## src/rtl/mux_sel_scheduler.sv

```systemverilog
// Round-robin owner of the 8:1 bit-mux select: grants one requester at a time,
// holds sel for a burst of up to MAX_BURST accepted beats, then rotates.
module mux_sel_scheduler #(
    parameter int N_REQ     = 8,
    parameter int SEL_W     = 3,
    parameter int MAX_BURST = 4
) (
    input  logic             clk,
    input  logic             rst_n,
    input  logic             en,
    input  logic [N_REQ-1:0] req,
    input  logic             ready,
    output logic [SEL_W-1:0] sel,
    output logic [N_REQ-1:0] grant,
    output logic             valid,
    output logic             busy
);

    localparam int CNT_W = $clog2(MAX_BURST + 1);

    typedef enum logic {
        IDLE,
        GRANT
    } state_t;

    state_t           state;
    logic [SEL_W-1:0] ptr;
    logic [CNT_W-1:0] beat_cnt;

    logic             found;
    logic [SEL_W-1:0] pick;
    logic             transfer;
    logic             last_beat;
    logic             rel;

    // Scan downward from the farthest offset so the requester closest to ptr
    // is the last assignment and wins, without needing an early exit.
    always_comb begin
        // NOTE: every variable gets a default before the loop; a path that
        // leaves one unassigned would infer a latch.
        found = 1'b0;
        pick  = ptr;
        for (int k = N_REQ - 1; k >= 0; k--) begin
            logic [SEL_W-1:0] idx;
            idx = ptr + SEL_W'(k);
            if (req[idx]) begin
                found = 1'b1;
                pick  = idx;
            end
        end
    end

    assign busy      = (state == GRANT);
    assign valid     = busy & req[sel];
    assign transfer  = valid & ready;
    assign last_beat = transfer && (beat_cnt == CNT_W'(MAX_BURST - 1));
    // A withdrawn request forces valid low, so it can never coincide with a
    // counted transfer: both causes collapse into one release.
    assign rel       = busy && (!req[sel] || last_beat);

    always_ff @(posedge clk or negedge rst_n) begin
        if (!rst_n) begin
            state    <= IDLE;
            sel      <= '0;
            grant    <= '0;
            ptr      <= '0;
            beat_cnt <= '0;
        end else begin
            // NOTE: state registers use non-blocking assignments so every
            // right-hand side reads the pre-edge value regardless of order.
            case (state)
                IDLE: begin
                    if (en && found) begin
                        state    <= GRANT;
                        sel      <= pick;
                        grant    <= N_REQ'(1) << pick;
                        beat_cnt <= '0;
                    end
                end
                GRANT: begin
                    if (rel) begin
                        state    <= IDLE;
                        grant    <= '0;
                        ptr      <= sel + SEL_W'(1);
                        beat_cnt <= '0;
                    end else if (transfer) begin
                        beat_cnt <= beat_cnt + CNT_W'(1);
                    end
                end
                default: state <= IDLE;
            endcase
        end
    end

    a_grant_onehot : assert property (@(posedge clk) disable iff (!rst_n) $onehot0(grant));
    a_grant_sel    : assert property (@(posedge clk) disable iff (!rst_n) busy |-> grant[sel]);
    a_cnt_bound    : assert property (@(posedge clk) disable iff (!rst_n) beat_cnt <= CNT_W'(MAX_BURST));

endmodule
```

## config.mk

```make
export PLATFORM = sky130hd
export DESIGN_NAME = mux_sel_scheduler
export DESIGN_NICKNAME = d
export VERILOG_FILES = /design/src/rtl/mux_sel_scheduler.sv
export SDC_FILE = /design/constraint.sdc
export NUM_CORES = 1
export LEC_CHECK = 0
export CAP_MARGIN = 20
export CORE_ASPECT_RATIO = 1.1
export CORE_MARGIN = 4
export CORE_UTILIZATION = 58
export DETAILED_ROUTE_END_ITERATION = 8
export GPL_TIMING_DRIVEN = 0
export PLACE_DENSITY = 0.85
export REMOVE_ABC_BUFFERS = 1
export SETUP_SLACK_MARGIN = 0.4
export SKIP_CTS_REPAIR_TIMING = 1
export SYNTH_ARGS = -nofsm -noshare
export SYNTH_HDL_FRONTEND = slang
export SYNTH_SLANG_ARGS = --single-unit
```

## constraint.sdc

```tcl
create_clock -name clk -period 5 [get_ports clk]
set_input_delay 1 -clock clk [delete_from_list [all_inputs] [get_ports clk]]
set_output_delay 1 -clock clk [all_outputs]
set_load 0.005 [all_outputs]
```

==> results.tsv <==
stage	metric	value	unit
status	outcome	finished, final reports clean	
route	ANT nets after route	0	
logic_synthesis	Synth top area share	27.1	%
critical_path	element type at the critical path end	primary output	
logic_synthesis	Commonest cells post-synth	dfrtp_1 (18), o21ai_0 (15), nand2_1 (14)	
place	HPWL Detailed	2.81	mm
route	drt drc	0	
sta	fin. max-slew vios	0	
logic_synthesis	top post-synthesis cells by area	dfrtp_1 (27%), mux4_2 (16%), mux2i_1 (7.8%), a32o_1 (4.8%), o21ai_0 (4.5%)	
power_and_ir_drop	VDD IR max	471	uV
layout	Layout area overhead	15.7	%
min_path	HP Class	reg2reg	
sta	RSZ-0062 raised after global routing	false	
sta	Setup Skew	0.00383	ns
clock_tree	CTS tree	yes	
layout	share of cells above drive strength 1	16.1	%
logic_synthesis	Synth Area in Compound Gates	19.0	%
layout	area taken by multi-input logic gates	1120	um^2
logic_synthesis	sequential cell area fraction in the yosys report	27.1	%
logic_synthesis	Async S/R FF share, synth	100	%
sta	Slew @ Worst Pin	0.865	ns
sta	# setup viols final	0	
clock_tree	CTS Root Cell	clkbuf_4	
clock_tree	clk_lat worst skew	0.29	ns
sta	Slew headroom	42.3	%
sta	fmax	254	MHz
global_routing	initial antenna violation count	0	
layout	# nets final	198	
power_and_ir_drop	leakage	0.785	nW
logic_synthesis	largest area contributor in the netlist	dfrtp_1	
logic_synthesis	synthesized area per cell	10.3	um^2
clock_tree	Num Clock Sinks	18	
floorplanning	core region area	2750	um^2
floorplanning	Initial Utilization	60.3	%
layout	# fillers	215	
global_routing	vias in the first global route	1379	
global_routing	wire length of the first global-routing pass	6.37	mm
route	vias per inst	6.63	
sta	fin crit share	78.9	%
logic_synthesis	synth warn	0	
place	PortBufs	24	
sta	Final Hold Vio Count	0	
global_routing	gr usage total	21.4	%
critical_path	WP data arrival	2.94	ns
critical_path	crit start category	input port	
logic_synthesis	XOR/XNOR Fraction of Synth Area	2.64	%
layout	register area	450	um^2
place	Final Wtd Congestion	0.900	
clock_tree	Reg clk slew, reported paths	0.09	ns
clock_tree	TritonCTS Buffers	3	
logic_synthesis	mux cell area share after synthesis	28.4	%
layout	final core occ	69.8	%
route	vias post-DR	1412	
logic_synthesis	Post-Synth Adder-Cell Area	3.77	%
floorplanning	Die W	59.0	um
layout	Antenna Cells	0	
critical_path	Critical Path RT	4.00	ns
sta	clock period minus worst slack	3.94	ns
logic_synthesis	Mapped Area	1660	um^2
logic_synthesis	count leader, synth	dfrtp_1	
route	Iter 0 DRT Violations	95	
logic_synthesis	ys flop type	dfrtp_1	
floorplanning	Ports	25	
route	TritonRoute pass-1 iters	4	
floorplanning	row cnt	20	
critical_path	Crit Path Class	in2out	
global_routing	grt total ovfl	0	
critical_path	worst-path maximum fanout	8	
logic_synthesis	Seq cells post-synth	18	
logic_synthesis	cells after synthesis	161	
logic_synthesis	EDFF count, synth	0	
sta	setup TNS	0	ns
global_routing	largest net degree at the start of global routing	23	
job	max_cap viols	0	
floorplanning	die height	64.1	um
floorplanning	Die ar.	3780	um^2
logic_synthesis	Synth Area in Simple Gates	13.8	%
power_and_ir_drop	PwrDens	807	nW/um^2
logic_synthesis	largest family of logic cells by synthesized area	multiplexers	
clock_tree	Clock Path Buffers	2	
clock_tree	H-Tree Depth	1	
route	DR WL/cell	17.2	um
route	Routed WL	3.67	mm
logic_synthesis	Yosys cell types	45	
report_power, final:
group | switching, W | total [W] | internal, W
clock | 0.0000432 | 0.0000876 | 0.0000444
sequential | 0.000110 | 0.000309 | 0.000199
combinational | 0.000580 | 0.00115 | 0.000573
registers in the layout (all words and copies together), names as in the netlist:
name and flops:
grant 8, beat_cnt 3, ptr 3, sel 3
busy 1
cells by family (layout without fill, tap and decap cells):
family / count (synthesis) / after routing
buffers and inverters: 17 / 36
and+or+nand+nor: 42 / 42
adders and majority gates: 5 / 5
DFF: 18 / 18
AOI/OAI and AO/OA: 43 / 43
xor gates and xnor gates: 5 / 5
muxes: 31 / 31
through the flow:
step                      setup slack, ns  hold slack, ns  cells  instance area (um^2)  power, W
after detailed placement            0.991           0.480    209                  1880   0.00145
after global placement               1.08           0.475    209                  1880   0.00141
after CTS                            1.07           0.504    213                  1920   0.00155
final                                1.06           0.499    213                  1920   0.00155
after global routing                0.770           0.536    213                  1920   0.00169
after floorplan                      1.60           0.456    152                  1600   0.00116
cell type report:
cell class	count	share of cell area, %
Tap cell	33	2.15
Timing Repair Buffer	24	12.5
Sequential cell	18	23.5
Multi-Input combinational cell	126	58.4
Clock buffer	4	1.89
Inverter	8	1.56
critical path, stage by stage:
cell and delay, ns:
clkdlybuf4s50_1 0.54, mux4_2 0.52, mux2_2 0.29, nand2_1 0.08
inv_1 0.07, clkdlybuf4s50_1 0.44
per-layer routing:
metal / track usage, % / vias to the layer above / wire (um)
met5: 0 / - / 0
met4: 6.80 / 0 / 33
met3: 2.42 / 5 / 126
met2: 36.5 / 41 / 1970
met1: 28.0 / 705 / 1540
li1: - / 661 / -
placed cells by master, fill, tap and decap left out, drive strengths merged, types with 3 or more instances in the layout:
| cell | synthesis | layout |
|---|---|---|
| nand2 | 14 | 14 |
| clkdlybuf4s50 | 0 | 24 |
| nor3 | 3 | 3 |
| nor2b | 4 | 4 |
| nor2 | 3 | 3 |
| mux2i | 13 | 13 |
| and2 | 5 | 5 |
| ha | 5 | 5 |
| dfrtp | 18 | 18 |
| mux4 | 12 | 12 |
| inv | 8 | 8 |
| mux2 | 6 | 6 |
| clkbuf | 2 | 4 |
| a32o | 8 | 8 |
| a21oi | 4 | 4 |
| xnor2 | 4 | 4 |
| o21ai | 15 | 15 |
| nand3 | 3 | 3 |
path summary, 6_finish.rpt:
kind / startpoint / end / slack [ns] / cells past startpoint
setup / recovery: req[3] / valid / 1.06 / 6
hold / removal: grant[3]$_DFFE_PN0P_ / grant[3]$_DFFE_PN0P_ / 0.50 / 1
setup reg to reg: ptr[0]$_DFFE_PN0P_ / grant[2]$_DFFE_PN0P_ / 1.11 / 9
hold reg to reg: grant[3]$_DFFE_PN0P_ / grant[3]$_DFFE_PN0P_ / 0.50 / 1
max in group asynchronous: rst_n / grant[5]$_DFFE_PN0P_ / 3.36 / 1
min in group asynchronous: rst_n / beat_cnt[2]$_DFFE_PN0P_ / 1.15 / 1
(Power assumes the default switching activity.)
